===== src/rtl/irq_ctrl_pkg.sv =====
// Shared types and register map for the system-bus interrupt controller.
// The state enum, bus offsets and the source-count ceiling live here.
package irq_ctrl_pkg;

  localparam int N_SRC_MAX = 32;
  localparam int ID_W      = 5;

  localparam logic [7:0] OFF_MASK   = 8'h00;
  localparam logic [7:0] OFF_STATUS = 8'h04;
  localparam logic [7:0] OFF_ACTIVE = 8'h08;
  localparam logic [7:0] OFF_RESET  = 8'h24;

  typedef enum logic [1:0] {
    ST_IDLE   = 2'd0,
    ST_ACTIVE = 2'd1,
    ST_GAP    = 2'd2
  } irq_state_t;

  // ACTIVE register layout: flag in bit 31, source id in the low bits.
  function automatic logic [31:0] active_word(input logic flag, input logic [ID_W-1:0] id);
    return {flag, 26'd0, id};
  endfunction

endpackage


===== src/rtl/irq_prio_enc.sv =====
// Lowest-index-first priority encoder: source 0 wins over every other source.
module irq_prio_enc
  import irq_ctrl_pkg::*;
#(
  parameter int N_SRC = 8
) (
  input  logic [N_SRC-1:0] vec,
  output logic             valid,
  output logic [ID_W-1:0]  id
);

  // Scanning from the top down lets the lowest set bit overwrite the rest.
  always_comb begin
    valid = 1'b0;
    id    = '0;
    for (int i = N_SRC - 1; i >= 0; i--) begin
      if (vec[i]) begin
        valid = 1'b1;
        id    = ID_W'(i);
      end
    end
  end

endmodule


===== src/rtl/irq_ctrl_sb_ctrl.sv =====
// Interrupt controller on the system-bus slot: masks and arbitrates level
// requests, holds one source active until the core returns, then pulses it.
//
//   state     | meaning
//   ----------+------------------------------------------------------------
//   ST_IDLE   | waiting for a masked request; winner latched on entry to ACTIVE
//   ST_ACTIVE | core_irq_req_o high, waiting for core_irq_ret_i
//   ST_GAP    | one cycle, return pulse on irq_ret_o, no arbitration
module irq_ctrl_sb_ctrl
  import irq_ctrl_pkg::*;
#(
  parameter int N_SRC = 8
) (
  input  logic             clk_i,
  input  logic             rst_i,
  input  logic             req_i,
  input  logic             write_enable_i,
  input  logic [31:0]      addr_i,
  input  logic [31:0]      write_data_i,
  output logic [31:0]      read_data_o,
  input  logic [N_SRC-1:0] irq_req_i,
  output logic [N_SRC-1:0] irq_ret_o,
  output logic             core_irq_req_o,
  input  logic             core_irq_ret_i
);

  localparam logic [N_SRC-1:0] SRC_ONE = N_SRC'(1);

  irq_state_t       state;
  logic [N_SRC-1:0] mask;
  logic [ID_W-1:0]  act_id;
  logic [N_SRC-1:0] masked;
  logic             win_valid;
  logic [ID_W-1:0]  win_id;
  logic [31:0]      rd_mux;
  logic             wr_en;
  logic             rd_en;
  logic             soft_rst;
  logic             rst_all;
  logic [N_SRC-1:0] ret_onehot;

  // Only the low byte of the address is decoded; the rest is don't-care.
  logic unused_bits;
  assign unused_bits = ^{addr_i[31:8], write_data_i};

  assign wr_en      = req_i &  write_enable_i;
  assign rd_en      = req_i & ~write_enable_i;
  assign soft_rst   = wr_en && (addr_i[7:0] == OFF_RESET) && write_data_i[0];
  assign rst_all    = rst_i | soft_rst;
  assign masked     = irq_req_i & mask;
  assign ret_onehot = SRC_ONE << act_id;

  irq_prio_enc #(
    .N_SRC(N_SRC)
  ) u_prio_enc (
    .vec  (masked),
    .valid(win_valid),
    .id   (win_id)
  );

  always_comb begin
    rd_mux = 32'd0;
    case (addr_i[7:0])
      OFF_MASK:   rd_mux = 32'(mask);
      OFF_STATUS: rd_mux = 32'(masked);
      OFF_ACTIVE: rd_mux = active_word(state == ST_ACTIVE, act_id);
      default:    rd_mux = 32'd0;
    endcase
  end

  always_ff @(posedge clk_i) begin
    if (rst_all) begin
      mask        <= '0;
      read_data_o <= 32'd0;
    end else begin
      if (wr_en && (addr_i[7:0] == OFF_MASK)) begin
        mask <= write_data_i[N_SRC-1:0];
      end
      if (rd_en) begin
        read_data_o <= rd_mux;
      end
    end
  end

  // Mask changes and a dropped level are deliberately ignored while ACTIVE:
  // the return always goes to the id latched at entry.
  always_ff @(posedge clk_i) begin
    if (rst_all) begin
      state          <= ST_IDLE;
      act_id         <= '0;
      core_irq_req_o <= 1'b0;
      irq_ret_o      <= '0;
    end else begin
      case (state)
        ST_IDLE: begin
          if (win_valid) begin
            act_id         <= win_id;
            core_irq_req_o <= 1'b1;
            state          <= ST_ACTIVE;
          end
        end
        ST_ACTIVE: begin
          if (core_irq_ret_i) begin
            core_irq_req_o <= 1'b0;
            irq_ret_o      <= ret_onehot;
            state          <= ST_GAP;
          end
        end
        ST_GAP: begin
          irq_ret_o <= '0;
          state     <= ST_IDLE;
        end
        default: begin
          core_irq_req_o <= 1'b0;
          irq_ret_o      <= '0;
          state          <= ST_IDLE;
        end
      endcase
    end
  end

endmodule


===== config.mk =====
export PLATFORM = sky130hd
export DESIGN_NAME = irq_ctrl_sb_ctrl
export DESIGN_NICKNAME = d
export VERILOG_FILES = /design/src/rtl/irq_ctrl_pkg.sv /design/src/rtl/irq_prio_enc.sv /design/src/rtl/irq_ctrl_sb_ctrl.sv
export SDC_FILE = /design/constraint.sdc
export NUM_CORES = 1
export LEC_CHECK = 0
export CAP_MARGIN = 20
export CORE_UTILIZATION = 33
export CTS_CLUSTER_SIZE = 30
export DETAILED_ROUTE_END_ITERATION = 10
export GPL_TIMING_DRIVEN = 0
export PLACE_DENSITY_LB_ADDON = 0.3
export SLEW_MARGIN = 40
export SYNTH_ARGS = -nofsm -noshare
export SYNTH_HDL_FRONTEND = slang
export SYNTH_SLANG_ARGS = --single-unit

===== constraint.sdc =====
create_clock -name clk_i -period 2.9 [get_ports clk_i]
set_clock_uncertainty 0.15 [all_clocks]
set_input_delay 0.58 -clock clk_i [delete_from_list [all_inputs] [get_ports clk_i]]
set_output_delay 0.58 -clock clk_i [all_outputs]
set_load 0.01 [all_outputs]

; Yosys cells after proc, flatten, opt, wreduce, memory -nomap -nowiden
; Cells that the tools add are included.
[word_totals]
regBits = 56
output_inout_bits = 41
wordCells = 55
in_bits = 77
[op_classes]
n_shift = 1
mux = 25
n_reduce_logical = 9
eq_ne = 7
n_bitwise = 7
[op_table]
columns = cell, n
row1 = 32-bit one-hot mux with 3 select lines, 1
row2 = 3-bit two-way mux, 8
row3 = 8-bit one-hot mux with 2 select lines, 1
row4 = 1-bit two-way mux, 10
row5 = 8-bit AND, 1
row6 = 8-bit by 3-bit equality test with 1-bit output (second input constant), 1
row7 = 8-bit by 4-bit equality test with 1-bit output (second input constant), 1
row8 = 8-bit by 6-bit equality test with 1-bit output (second input constant), 1
row9 = 8-bit logical NOT, 1
row10 = 8-bit two-way mux, 1
row11 = 1-bit by 5-bit << shifter with 8-bit output (first input constant), 1
row12 = 2-bit AND reduction, 3
row13 = 2-bit two-way mux, 2
row14 = 2-bit one-hot mux with 2 select lines, 1
row15 = 1-bit logical AND, 3
row16 = 1-bit NOT, 3
row17 = 1-bit one-hot mux with 3 select lines, 1
row18 = 3-bit AND reduction, 1
row19 = 1-bit AND, 2
row20 = 2-bit by 1-bit equality test with 1-bit output (second input constant), 1
row21 = 2-bit equality test (second input constant), 1
row22 = 2-bit logical NOT, 1
row23 = 2-bit by 1-bit != test with 1-bit output (second input constant), 1
row24 = 2-bit != test (second input constant), 1
row25 = 1-bit bitwise OR, 1

; Depth between registers and ports, before layout
[logic_depth]
ltp_word = 11
ltp_mapped = 6

; Modules after synthesis
; A second synthesis with hierarchy kept.
[unflattened]
cells_unflattened = 208
hier_area_um2 = 1794.2
[by_module_without_submodules]
columns = mod, area_each_um2, instances, cells_per_inst
row1 = irq_ctrl_sb_ctrl, 1695.4, 1, 192
row2 = irq_prio_enc, 98.8, 1, 16

; Worst setup path before layout
; No wires, ideal clock.
[synth_path]
path_type = input-to-reg
startpoint = in addr_i[1]
endpoint = reg mask[0]
arrival_time_ps = 2214
required_ps = 2619
path_slack_ps = 405
setup_ps = 131
path_stages = 5
cell_sequence = or4_4 > or3_4 > nor4_4 > mux2i_1 > nor2_2
[synth_between]
elab_chain_cells = 4
word_cells_on_any_way = 6
[synth_rtl]
columns = item, line_no
row1 = start: declaration, irq_ctrl_sb_ctrl.sv:18  ; input logic [31:0] addr_i,
row2 = 8-bit by 6-bit equality test with 1-bit output, irq_ctrl_sb_ctrl.sv:48  ; assign soft_rst = wr_en && (addr_i[7:0] == OFF_RESET) && write_data_i[0];
row3 = 1-bit logical AND (2 in series), irq_ctrl_sb_ctrl.sv:48
row4 = 1-bit bitwise OR, irq_ctrl_sb_ctrl.sv:49  ; assign rst_all = rst_i | soft_rst;
row5 = end signal: assignment, irq_ctrl_sb_ctrl.sv:77  ; mask <= write_data_i[N_SRC-1:0];
row6 = end: declaration, irq_ctrl_sb_ctrl.sv:30  ; logic [N_SRC-1:0] mask;
; Several ways; a longest one is shown, not always the timed one.
; A chain may end at the register's enable or synchronous reset.

; Worst setup path in the final report
[layout_path]
startpoint = in addr_i[1]
endpoint = reg mask[4]
; Same word-level chain as after synthesis.

==> results.ini <==
[outcome]
status=finished clean

[route]
avgRoutedWirePerCell_um=11.60
route.vias.total=1441
finalWirelength_mm=3.549
drc=0
final_antenna_net_count=0
drtPass1Iterations=4
drtIter0Drc=40
routed_via_density=4.709

[cts]
clk_latency_ps=270
cts.sinks=31
cts_resized=0
cts-root-buf=clkbuf_8
cts_tree=yes
cts_buffers=5
htreeDepth=2
cts_hold_buffers=0
cts_setup_buffers=0
cts_max_path_buffers=2
path_clk_slew_ps=60

[worst_setup_path]
crit_path_end=mask[4]$_SDFFE_PP0P_
path_max_fanout=8
cp-end-kind=flop
path_depth=6
crit_path_cell_trace=clkdlybuf4s50_1, or4_4, or3_4, nor4_4, mux2i_1, nor2_2
r2r_setup_slack_ps=1040
critPathMaxStageDelay_ps=560
timing.reg2reg.worst_path_depth=5
path_buf_inv=1
crit_type=in2reg
r2r_end=act_id[0]$_SDFFE_PP0P_
critical-path-top-delay-family=simple AND/OR/NAND/NOR gates
worst_path_max_delay_cell=nor4_4
arrival_ps=2780
cp-startpoint=addr_i[1]
start_kind=input pin
reg2reg_from=mask[5]$_SDFFE_PP0P_
crit_required_ps=2900

[yosys]
yosysUniqueCellTypes=29
synth-edff-count=0
yosys_warnings=0
synth-seq-cells=31
synth_top_area_share_pct=40.29
synth.area.top_cells=dfxtp_1 40%, buf_4 11%, mux2i_1 5.2%
postSynthAreaPerCell_um2=8.653
ys_seq_area_share_pct=40.29
synth_area_mm2=0.001540
synth_area_leader_cell=dfxtp_1
async_flop_share_pct=0
syn_inst=178
synth_ff_type=dfxtp_1

[finish]
num-fill-cells=447
diodes=0
multi_input_area_um2=795.8
nets=330
syn_to_final_growth_pct=44.76
seq_area_um2=620.6
drive_above_1_share_pct=16.14

[sta]
period_needed_ps=2782
finalHoldViolCount=0
fin_tns_setup_ps=0
maxSlewViolCount=0
setup_violations=0
worst_slew_pin_slew_ps=720.1
fmax_mhz=359.4
slew_headroom_pct=51.63
period_share_pct=95.93
rsz0062_at_grt=false

[pwr]
power_switching_uw=200.2
p_clk_share_pct=37.4
peakVddDrop_uv=221.9
leakage_uw=0.0008590
power_density_mw_per_mm2=383.5
p_seq_share_pct=49.9
p_comb_share_pct=12.7
power_uw=855.2
p_int_uw=655.0
netSwitchingFraction_pct=23.41

[grt]
grt_busiest_layer=met2
grt_pass1_vias=1255
groute.layer.met2.usage_pct=23.39
grt_max_degree=11
grt_overflow=0
globalRouteMet3Util_pct=4.185
grt_pass1_wl_mm=5.658
use_met1_pct=18.21
track_usage_pct=14.74
antenna_found_initial=0

[die]
start_util_pct=34.89
core_area_mm2=0.004414
ios=118
die_x_um=70.32
row_count=24
die_y_um=70.32
die_area_mm2=0.004945

[flow_run]
maxCapViolations=0

[placement]
dp.final_hpwl_mm=2.758
gp_congestion=0.8210
port_buffers=46

[min_path]
hp-class=reg2reg

[layout by cell type, fill, tap and decap left out, drive strengths merged, types with 2 or more instances in the layout]
cell / instances
a2bb2oi: 2
nand2b: 10
nor2: 27
inv: 4
a32oi: 6
a21oi: 9
buf: 23
dfxtp: 31
conb: 23
a22oi: 10
o21ai: 4
nand2: 14
nor3: 3
clkdlybuf4s50: 46
nand3: 6
nor2b: 3
a221oi: 2
clkbuf: 12
mux2i: 8
[metal layers]
| metal | vias up | wire [um] |
|---|---|---|
| met5 | - | 0 |
| met4 | 0 | 56 |
| met3 | 5 | 244 |
| met2 | 44 | 1663 |
| met1 | 662 | 1584 |
| li1 | 730 | - |
[layout make-up]
type | count | share of cell area, %
clock inverters | 1 | 0.2245
plain buffers | 28 | 8.586
well taps | 52 | 2.918
multi-input cells | 137 | 35.69
clock buffers | 7 | 3.423
repair buffers | 46 | 20.65
inverters | 4 | 0.6734
flip-flops and latches | 31 | 27.83
[power by group through the flow]
| stage | clock network (uW) | registers [uW] | logic (uW) |
|---|---|---|---|
| 6_report | 320 | 426 | 109 |
| 5_1_grt | 349 | 426 | 116 |
| 4_1_cts | 329 | 426 | 107 |
| 3_5_place_dp | 0 | 436 | 107 |
| 3_3_place_gp | 0 | 436 | 107 |
| 2_1_floorplan | 0 | 436 | 56.6 |
[kinds of logic (layout without fill, tap and decap cells)]
family / count (synthesis) / after routing / share of synthesized area [%]
simple gates: 67 / 67 / 22.75
flops: 31 / 31 / 40.29
mux: 8 / 8 / 5.199
other cells: 1 / 23 / 0.2435
buf+inv: 32 / 86 / 13.40
compound gates: 39 / 39 / 18.12
[worst min path at each step]
stage / startpoint / endpoint / slack [ps] / depth (start not counted)
floorplan: mask[4]$_SDFFE_PP0P_ / read_data_o[4]$_SDFFE_PP0P_ / 320 / 2
global placement: read_data_o[3]$_SDFFE_PP0P_ / read_data_o[3]$_SDFFE_PP0P_ / 290 / 2
detailed placement: read_data_o[4]$_SDFFE_PP0P_ / read_data_o[4]$_SDFFE_PP0P_ / 300 / 2
CTS: read_data_o[3]$_SDFFE_PP0P_ / read_data_o[3]$_SDFFE_PP0P_ / 310 / 2
global route: read_data_o[7]$_SDFFE_PP0P_ / read_data_o[7]$_SDFFE_PP0P_ / 330 / 2
finish: read_data_o[3]$_SDFFE_PP0P_ / read_data_o[3]$_SDFFE_PP0P_ / 300 / 2
[metrics by stage]
step / hold slack [ps] / worst slack (ps) / area (um2) / utilization (%) / cells
finish: 303.3 / 117.9 / 2230 / 50.51 / 306
global route: 328.7 / 31.25 / 2230 / 50.51 / 306
floorplan: 323.0 / 404.8 / 1623 / - / 200
global placement: 293.8 / -177.3 / 2148 / 48.67 / 298
CTS: 307.8 / 101.1 / 2230 / 50.51 / 306
detailed placement: 299.5 / -193.9 / 2148 / 48.67 / 298
[cells in the mapped netlist, drive strengths merged, types with 2 or more instances]
cell type	n
o21ai	4
nand3	6
nand2b	10
nor2b	3
inv	4
a21oi	9
dfxtp	31
clkbuf	5
a22oi	10
nor2	27
mux2i	8
a221oi	2
a2bb2oi	2
nand2	14
a32oi	6
buf	23
nor3	3
[worst min-delay path: stages (launching register included)]
cell and delay, ps:
dfxtp_1 310, nand2_1 50, a21oi_1 50
[sequential cells by signal, summed over array words and instances, names as in the netlist]
signal          cells
act_id              3
read_data_o         9
irq_ret_o           8
core_irq_req_o      1
mask                8
state               2
(Power assumes the default switching activity.)
